===== src/rtl/spi_flash_pkg.sv =====
// rtl/spi_flash_pkg.sv - shared types and constants for the SPI flash master
package spi_flash_pkg;

  typedef enum logic [1:0] {
    IDLE = 2'd0,
    LO   = 2'd1,
    HI   = 2'd2
  } state_e;

  localparam int BITS      = 8;
  localparam int CTRL_CS   = 0;
  localparam int CTRL_AUTO = 1;

  localparam logic [7:0] CMD_READ  = 8'h03;
  localparam logic [7:0] CMD_JEDEC = 8'h9F;
  localparam logic [7:0] CMD_WAKE  = 8'hAB;
  localparam logic [7:0] DUMMY     = 8'hFF;

endpackage


===== src/rtl/spi_tick_div.sv =====
// rtl/spi_tick_div.sv - SCK half-period counter, ticks on its terminal count
module spi_tick_div #(
  parameter int unsigned CLKDIV = 2
) (
  input  logic clk,
  input  logic reset,
  input  logic clear,
  output logic tick
);

  logic [7:0] div_q, div_d;

  assign tick = (div_q == 8'(CLKDIV - 1));

  always_comb begin
    div_d = div_q + 8'd1;
    if (clear || tick) div_d = 8'd0;
  end

  always_ff @(posedge clk or posedge reset) begin
    if (reset) div_q <= 8'd0;
    else       div_q <= div_d;
  end

endmodule


===== src/rtl/spi_flash_ctrl.sv =====
// rtl/spi_flash_ctrl.sv - byte-wide mode-0 SPI master for the config flash
// Optional: SPI_FLASH_AUTOREAD_EN lets data_rd start a dummy-byte transfer.
module spi_flash_ctrl
  import spi_flash_pkg::*;
#(
  parameter int unsigned CLKDIV = 2
) (
  input  logic            clk,
  input  logic            reset,
  input  logic            data_wr,
  input  logic            ctrl_wr,
  input  logic            data_rd,
  input  logic [BITS-1:0] tx_data,
  output logic [BITS-1:0] rx_data,
  output logic            busy,
  output logic            done,
  output logic            sck,
  output logic            mosi,
  input  logic            miso,
  output logic            cs_n
);

  state_e          state_q, state_d;
  logic [BITS-1:0] tx_shift_q, tx_shift_d, rx_shift_q, rx_shift_d, rx_data_q, rx_data_d;
  logic [2:0]      bit_q, bit_d;
  logic            sck_q, sck_d, mosi_q, mosi_d, cs_n_q, cs_n_d;
  logic            busy_q, busy_d, done_q, done_d;
  logic            pend_valid_q, pend_valid_d;
  logic [1:0]      pend_q, pend_d, ctrl_val;
  logic            ctrl_apply, finish, tick, start;
  logic [BITS-1:0] start_byte;

  spi_tick_div #(.CLKDIV(CLKDIV)) u_div (
    .clk   (clk),
    .reset (reset),
    .clear (state_q == IDLE),
    .tick  (tick)
  );

`ifdef SPI_FLASH_AUTOREAD_EN
  logic auto_q, auto_d;
  assign start      = data_wr || (data_rd && auto_q);
  assign start_byte = data_wr ? tx_data : DUMMY;
`else
  logic unused_bits;
  assign start       = data_wr;
  assign start_byte  = tx_data;
  assign unused_bits = ^{data_rd, ctrl_val[CTRL_AUTO]};
`endif

  always_comb begin
    state_d      = state_q;
    tx_shift_d   = tx_shift_q;
    rx_shift_d   = rx_shift_q;
    rx_data_d    = rx_data_q;
    bit_d        = bit_q;
    sck_d        = sck_q;
    mosi_d       = mosi_q;
    busy_d       = busy_q;
    done_d       = 1'b0;
    pend_valid_d = pend_valid_q;
    pend_d       = pend_q;
    ctrl_apply   = 1'b0;
    ctrl_val     = pend_q;
    finish       = 1'b0;

    case (state_q)
      IDLE: if (start) begin
        tx_shift_d = start_byte;
        mosi_d     = start_byte[BITS-1];
        bit_d      = 3'd0;
        busy_d     = 1'b1;
        state_d    = LO;
      end
      LO: if (tick) begin
        sck_d      = 1'b1;
        rx_shift_d = {rx_shift_q[BITS-2:0], miso};
        state_d    = HI;
      end
      HI: if (tick) begin
        sck_d = 1'b0;
        if (bit_q == 3'(BITS - 1)) begin
          finish    = 1'b1;
          rx_data_d = rx_shift_q;
          done_d    = 1'b1;
          busy_d    = 1'b0;
          state_d   = IDLE;
        end else begin
          tx_shift_d = {tx_shift_q[BITS-2:0], 1'b0};
          mosi_d     = tx_shift_q[BITS-2];
          bit_d      = bit_q + 3'd1;
          state_d    = LO;
        end
      end
      default: state_d = IDLE;
    endcase

    // Control writes during a byte are held back so CS only moves on a byte boundary.
    if (state_q == IDLE) begin
      ctrl_apply = ctrl_wr;
      ctrl_val   = tx_data[1:0];
    end else begin
      if (ctrl_wr) begin
        pend_valid_d = 1'b1;
        pend_d       = tx_data[1:0];
      end
      if (finish && (ctrl_wr || pend_valid_q)) begin
        ctrl_apply   = 1'b1;
        ctrl_val     = ctrl_wr ? tx_data[1:0] : pend_q;
        pend_valid_d = 1'b0;
      end
    end

    cs_n_d = cs_n_q;
    if (ctrl_apply) cs_n_d = ~ctrl_val[CTRL_CS];
`ifdef SPI_FLASH_AUTOREAD_EN
    auto_d = auto_q;
    if (ctrl_apply) auto_d = ctrl_val[CTRL_AUTO];
`endif
  end

  always_ff @(posedge clk or posedge reset) begin
    if (reset) begin
      state_q      <= IDLE;
      tx_shift_q   <= '0;
      rx_shift_q   <= '0;
      rx_data_q    <= '0;
      bit_q        <= 3'd0;
      sck_q        <= 1'b0;
      mosi_q       <= 1'b0;
      cs_n_q       <= 1'b1;
      busy_q       <= 1'b0;
      done_q       <= 1'b0;
      pend_valid_q <= 1'b0;
      pend_q       <= 2'd0;
`ifdef SPI_FLASH_AUTOREAD_EN
      auto_q       <= 1'b0;
`endif
    end else begin
      state_q      <= state_d;
      tx_shift_q   <= tx_shift_d;
      rx_shift_q   <= rx_shift_d;
      rx_data_q    <= rx_data_d;
      bit_q        <= bit_d;
      sck_q        <= sck_d;
      mosi_q       <= mosi_d;
      cs_n_q       <= cs_n_d;
      busy_q       <= busy_d;
      done_q       <= done_d;
      pend_valid_q <= pend_valid_d;
      pend_q       <= pend_d;
`ifdef SPI_FLASH_AUTOREAD_EN
      auto_q       <= auto_d;
`endif
    end
  end

  assign rx_data = rx_data_q;
  assign busy    = busy_q;
  assign done    = done_q;
  assign sck     = sck_q;
  assign mosi    = mosi_q;
  assign cs_n    = cs_n_q;

endmodule


===== config.mk =====
export PLATFORM = sky130hd
export DESIGN_NAME = spi_flash_ctrl
export DESIGN_NICKNAME = d
export VERILOG_FILES = /design/src/rtl/spi_flash_pkg.sv /design/src/rtl/spi_tick_div.sv /design/src/rtl/spi_flash_ctrl.sv
export SDC_FILE = /design/constraint.sdc
export NUM_CORES = 1
export LEC_CHECK = 0
export CAP_MARGIN = 20
export CORE_UTILIZATION = 50
export CTS_BUF_LIST = sky130_fd_sc_hd__clkbuf_4 sky130_fd_sc_hd__clkbuf_8
export DETAILED_ROUTE_END_ITERATION = 7
export GPL_TIMING_DRIVEN = 0
export PLACE_DENSITY = 0.77
export SETUP_SLACK_MARGIN = 0.1
export SYNTH_ARGS = -nofsm -noshare
export SYNTH_HDL_FRONTEND = slang
export SYNTH_SLANG_ARGS = --single-unit

===== constraint.sdc =====
create_clock -name clk -period 1.75 [get_ports clk]
set_input_delay 0.35 -clock clk [delete_from_list [all_inputs] [get_ports clk]]
set_output_delay 0.35 -clock clk [all_outputs]
set_load 0.05 [all_outputs]

==> run_results.csv <==
group,metric,value,unit
cts,cts_buffer_depth,2,
setup_path,cp.arrival,1.88,ns
synth,synth_top_family_by_area,"simple AND/OR/NAND/NOR gates",
layout,layout.cells.non_filler,269,
setup_path,critPathLaunchType,"flip-flop",
cts,cts.reportedPaths.clkPinSlew,0.08,ns
synth,synth_adder_area_share,2.56,%
timing,finalClockSkew,0.00388,ns
synth,synthTopCellsByArea,"dfrtp_1 (54%), mux2_2 (9.8%), a21oi_1 (4.4%)",
setup_path,reg2reg_setup_slack,0.06,ns
timing,max_freq,0.591,GHz
layout,seq_area,0.00108,sq mm
timing,min_period,1.69,ns
synth,synth_mux_area_share,9.80,%
floorplanning,dieArea,0.00416,sq mm
synth,synth_compound_area_share,13.3,%
setup_path,crit_type,"reg -> reg",
synth,seq_area_frac_synth,55.2,%
detailed_routing,drc,0,
synth,synth_top_area_cell,"dfrtp_1",
layout,final_common_cell,"dfrtp_1",
power,ir_drop,0.782,mV
timing,final_hold_viol_count,0,
placement,post_dp_cell_area,0.00228,sq mm
detailed_routing,firstDrtPassIters,4,
detailed_routing,viasPerCell,5.70,
synth,syn_area,0.00195,sq mm
cts,clockRootBuffer,"clkbuf_8",
detailed_routing,wire_per_inst,16.4,um
worst_hold_path,hold_class,"reg -> reg",
synth,ys_types,35,
global_route,track_usage,22.0,%
placement,placed_cells,247,
synth,synth_fp_nets,192,
power,powerDensity,1400,mW/mm^2
setup_path,reg2reg_from,"u_div.div_q[1]$_DFF_PP0_",
synth,yosys.area_share.simple,14.3,%
layout,antennaDiodeCount,0,
layout,layout_common_cells,"dfrtp_1 (41), mux2_2 (17), a21oi_1 (17)",
global_route,grt_overflow_total,0,
synth,post-synth-top-area-fraction,53.8,%
global_route,grt_pass1_wl,6.87,mm
floorplanning,core.rowCount,22,
detailed_routing,wl,4.42,mm
synth,avgSynthCellArea,11.2,sq um
layout,fillers,272,
floorplanning,core_area,0.00372,sq mm
placement,portBuffers,25,
floorplanning,io_pins,27,
layout,syn_to_final_growth,32.0,%
setup_path,r2r_end,"rx_data[6]$_DFFE_PP0P_",
layout,layout-drive-gt1-share,28.5,%
global_route,grt_start_max_net_pins,44,
floorplanning,die_h,64.5,um
cts,cts_tree,"built",
cts,htree_levels,2,
worst_hold_path,whs_path_depth,1,
cts,cts-buffers-inserted,5,
timing,tightest_slew,0.871,ns
layout,fin_nets,238,
floorplanning,initial_core_util,52.6,%
cts,cts_hold_buf,0,
job,cap_violations,0,
worst_hold_path,min_from,"rx_data[7]$_DFFE_PP0P_",
worst_hold_path,hold_end,"rx_data[7]$_DFFE_PP0P_",
synth,yosysWarnings,0,
timing,drv_slew,0,
layout,fin_area,0.00258,sq mm
layout,multi_input_area,930,sq um
detailed_routing,ant_nets,0,
setup_path,critical_path_peak_fanout,6,
setup_path,worstPathRequired,1.94,ns
layout,utilization,69.4,%
placement,routabilityCongestion,0.838,
timing,rsz0062_at_grt,"true",
cts,cts_sinks,43,
timing,period_share,96.8,%
timing,setup_violations,0,
power,p_leak,0.00117,uW
global_route,antenna_found_initial,0,
run_status,status,"finished clean",
setup_path,end_kind,"flip-flop",
detailed_routing,drt_iter0_markers,165,
synth,synth-xor-area-share,2.69,%
detailed_routing,num_vias,1534,
global_route,grt_pass1_vias,1473,
synth,ys_ff_latch,43,
cts,clock_latency,0.30,ns
placement,place_hpwl,2.63,mm
timing,slew_headroom,41.8,%
floorplanning,die_w,64.5,um
setup_path,reg2reg_depth,7,
synth,syn-instance-count,174,
[cell families (layout without fill, tap and decap cells)]
| group | after synthesis | count (layout) |
|---|---|---|
| AND/OR/NAND/NOR | 50 | 51 |
| AO/OA/AOI/OAI | 43 | 43 |
| flip-flops | 43 | 43 |
| multiplexers | 17 | 17 |
| buffers and inverters | 11 | 57 |
| XOR/XNOR | 6 | 6 |
| adder cells (fa/ha/maj) | 4 | 4 |
[cell usage after synthesis]
cell type	instances
and2_0	1
xor2_1	5
and3_1	2
buf_2	1
ha_1	4
nand3_1	8
nand3_4	1
nand3b_1	1
o22a_1	1
o211a_1	1
a211o_1	1
and4b_1	2
mux2_2	17
a21o_1	2
dfstp_2	1
o22ai_1	7
nand2_1	14
a31o_2	1
dfrtp_1	42
o21bai_1	1
nand4_1	2
clkbuf_1	6
a31oi_1	1
o21ai_0	6
xnor2_1	1
nor2_1	12
nand2_2	1
a21oi_1	17
o211ai_1	3
o21ai_1	1
nor3b_2	1
o221ai_1	1
nor2b_1	4
nor4_4	1
inv_1	4
[per-layer routing]
metal  vias to the layer above  routed length (um)  track usage (%)
met5                         -                   0                0
met1                       759                1840             26.8
met4                         0                  81             6.67
met3                         9                 231             5.63
li1                        712                   -                -
met2                        54                2270             38.0
[per-stage QoR]
step                hold WS (ns)  setup TNS [ns]  power, uW  setup slack, ns
floorplan                  0.475               0       2270           0.0983
detailed placement         0.497           -2.19       2570           -0.165
CTS                        0.512               0       3500           0.0232
finish                     0.509               0       3600           0.0569
global route               0.527               0       3790           0.0216
global placement           0.485          -17.26       2500           -0.385
[report_power, final]
part	internal [uW]	switching, uW	total (uW)
logic	592	758	1350
registers	1270	190	1460
clock network	462	331	792
total	2320	1280	3600
[worst max path at each step]
stage                     cells past startpoint  slack (ns)                         to                      from
after floorplan                               7         0.1     rx_data[0]$_DFFE_PP0P_  u_div.div_q[1]$_DFF_PP0_
after global placement                        2       -0.38   u_div.div_q[7]$_DFF_PP0_                     reset
after detailed placement                      7       -0.16  tx_shift_q[1]$_DFFE_PP0P_  u_div.div_q[1]$_DFF_PP0_
after CTS                                     1        0.02                       cs_n          cs_n$_DFFE_PP1P_
after global routing                          7        0.02     rx_data[6]$_DFFE_PP0P_  u_div.div_q[1]$_DFF_PP0_
final                                         7        0.06     rx_data[6]$_DFFE_PP0P_  u_div.div_q[1]$_DFF_PP0_
[cell type report]
cell class / count / share of cell area [%]
multi-input combinational: 121 / 36.1
inverter: 4 / 0.583
sequential: 43 / 41.8
clock buffer: 6 / 3.20
clock inverter: 2 / 1.36
timing repair buffer: 38 / 12.7
tap: 48 / 2.33
buffer: 7 / 1.89
[critical path, stage by stage (launching register included)]
cell,delay [ns]
dfrtp_1,0.39
inv_1,0.06
ha_1,0.14
nor3b_4,0.23
and2_4,0.19
buf_8,0.14
nand3_4,0.13
mux2_2,0.30
[sequential cells by signal, summed over array words and instances, names as in the netlist]
name	cells
sck	1
rx_shift_q	8
mosi	1
tx_shift_q	7
state_q	2
rx_data	8
cs_n	1
u_div.div_q	8
pend_valid_q	1
bit_q	3
done	1
busy	1
pend_q	1
[repair_timing]
item / in CTS / in global routing
endpoints found under the setup margin: 51 / 39
setup buffers: 7 / 6
cloned: 1 / 0
resized for setup: 29 / 17
pin swaps: 2 / 1
No activity file was read; power rests on OpenSTA's default activity.
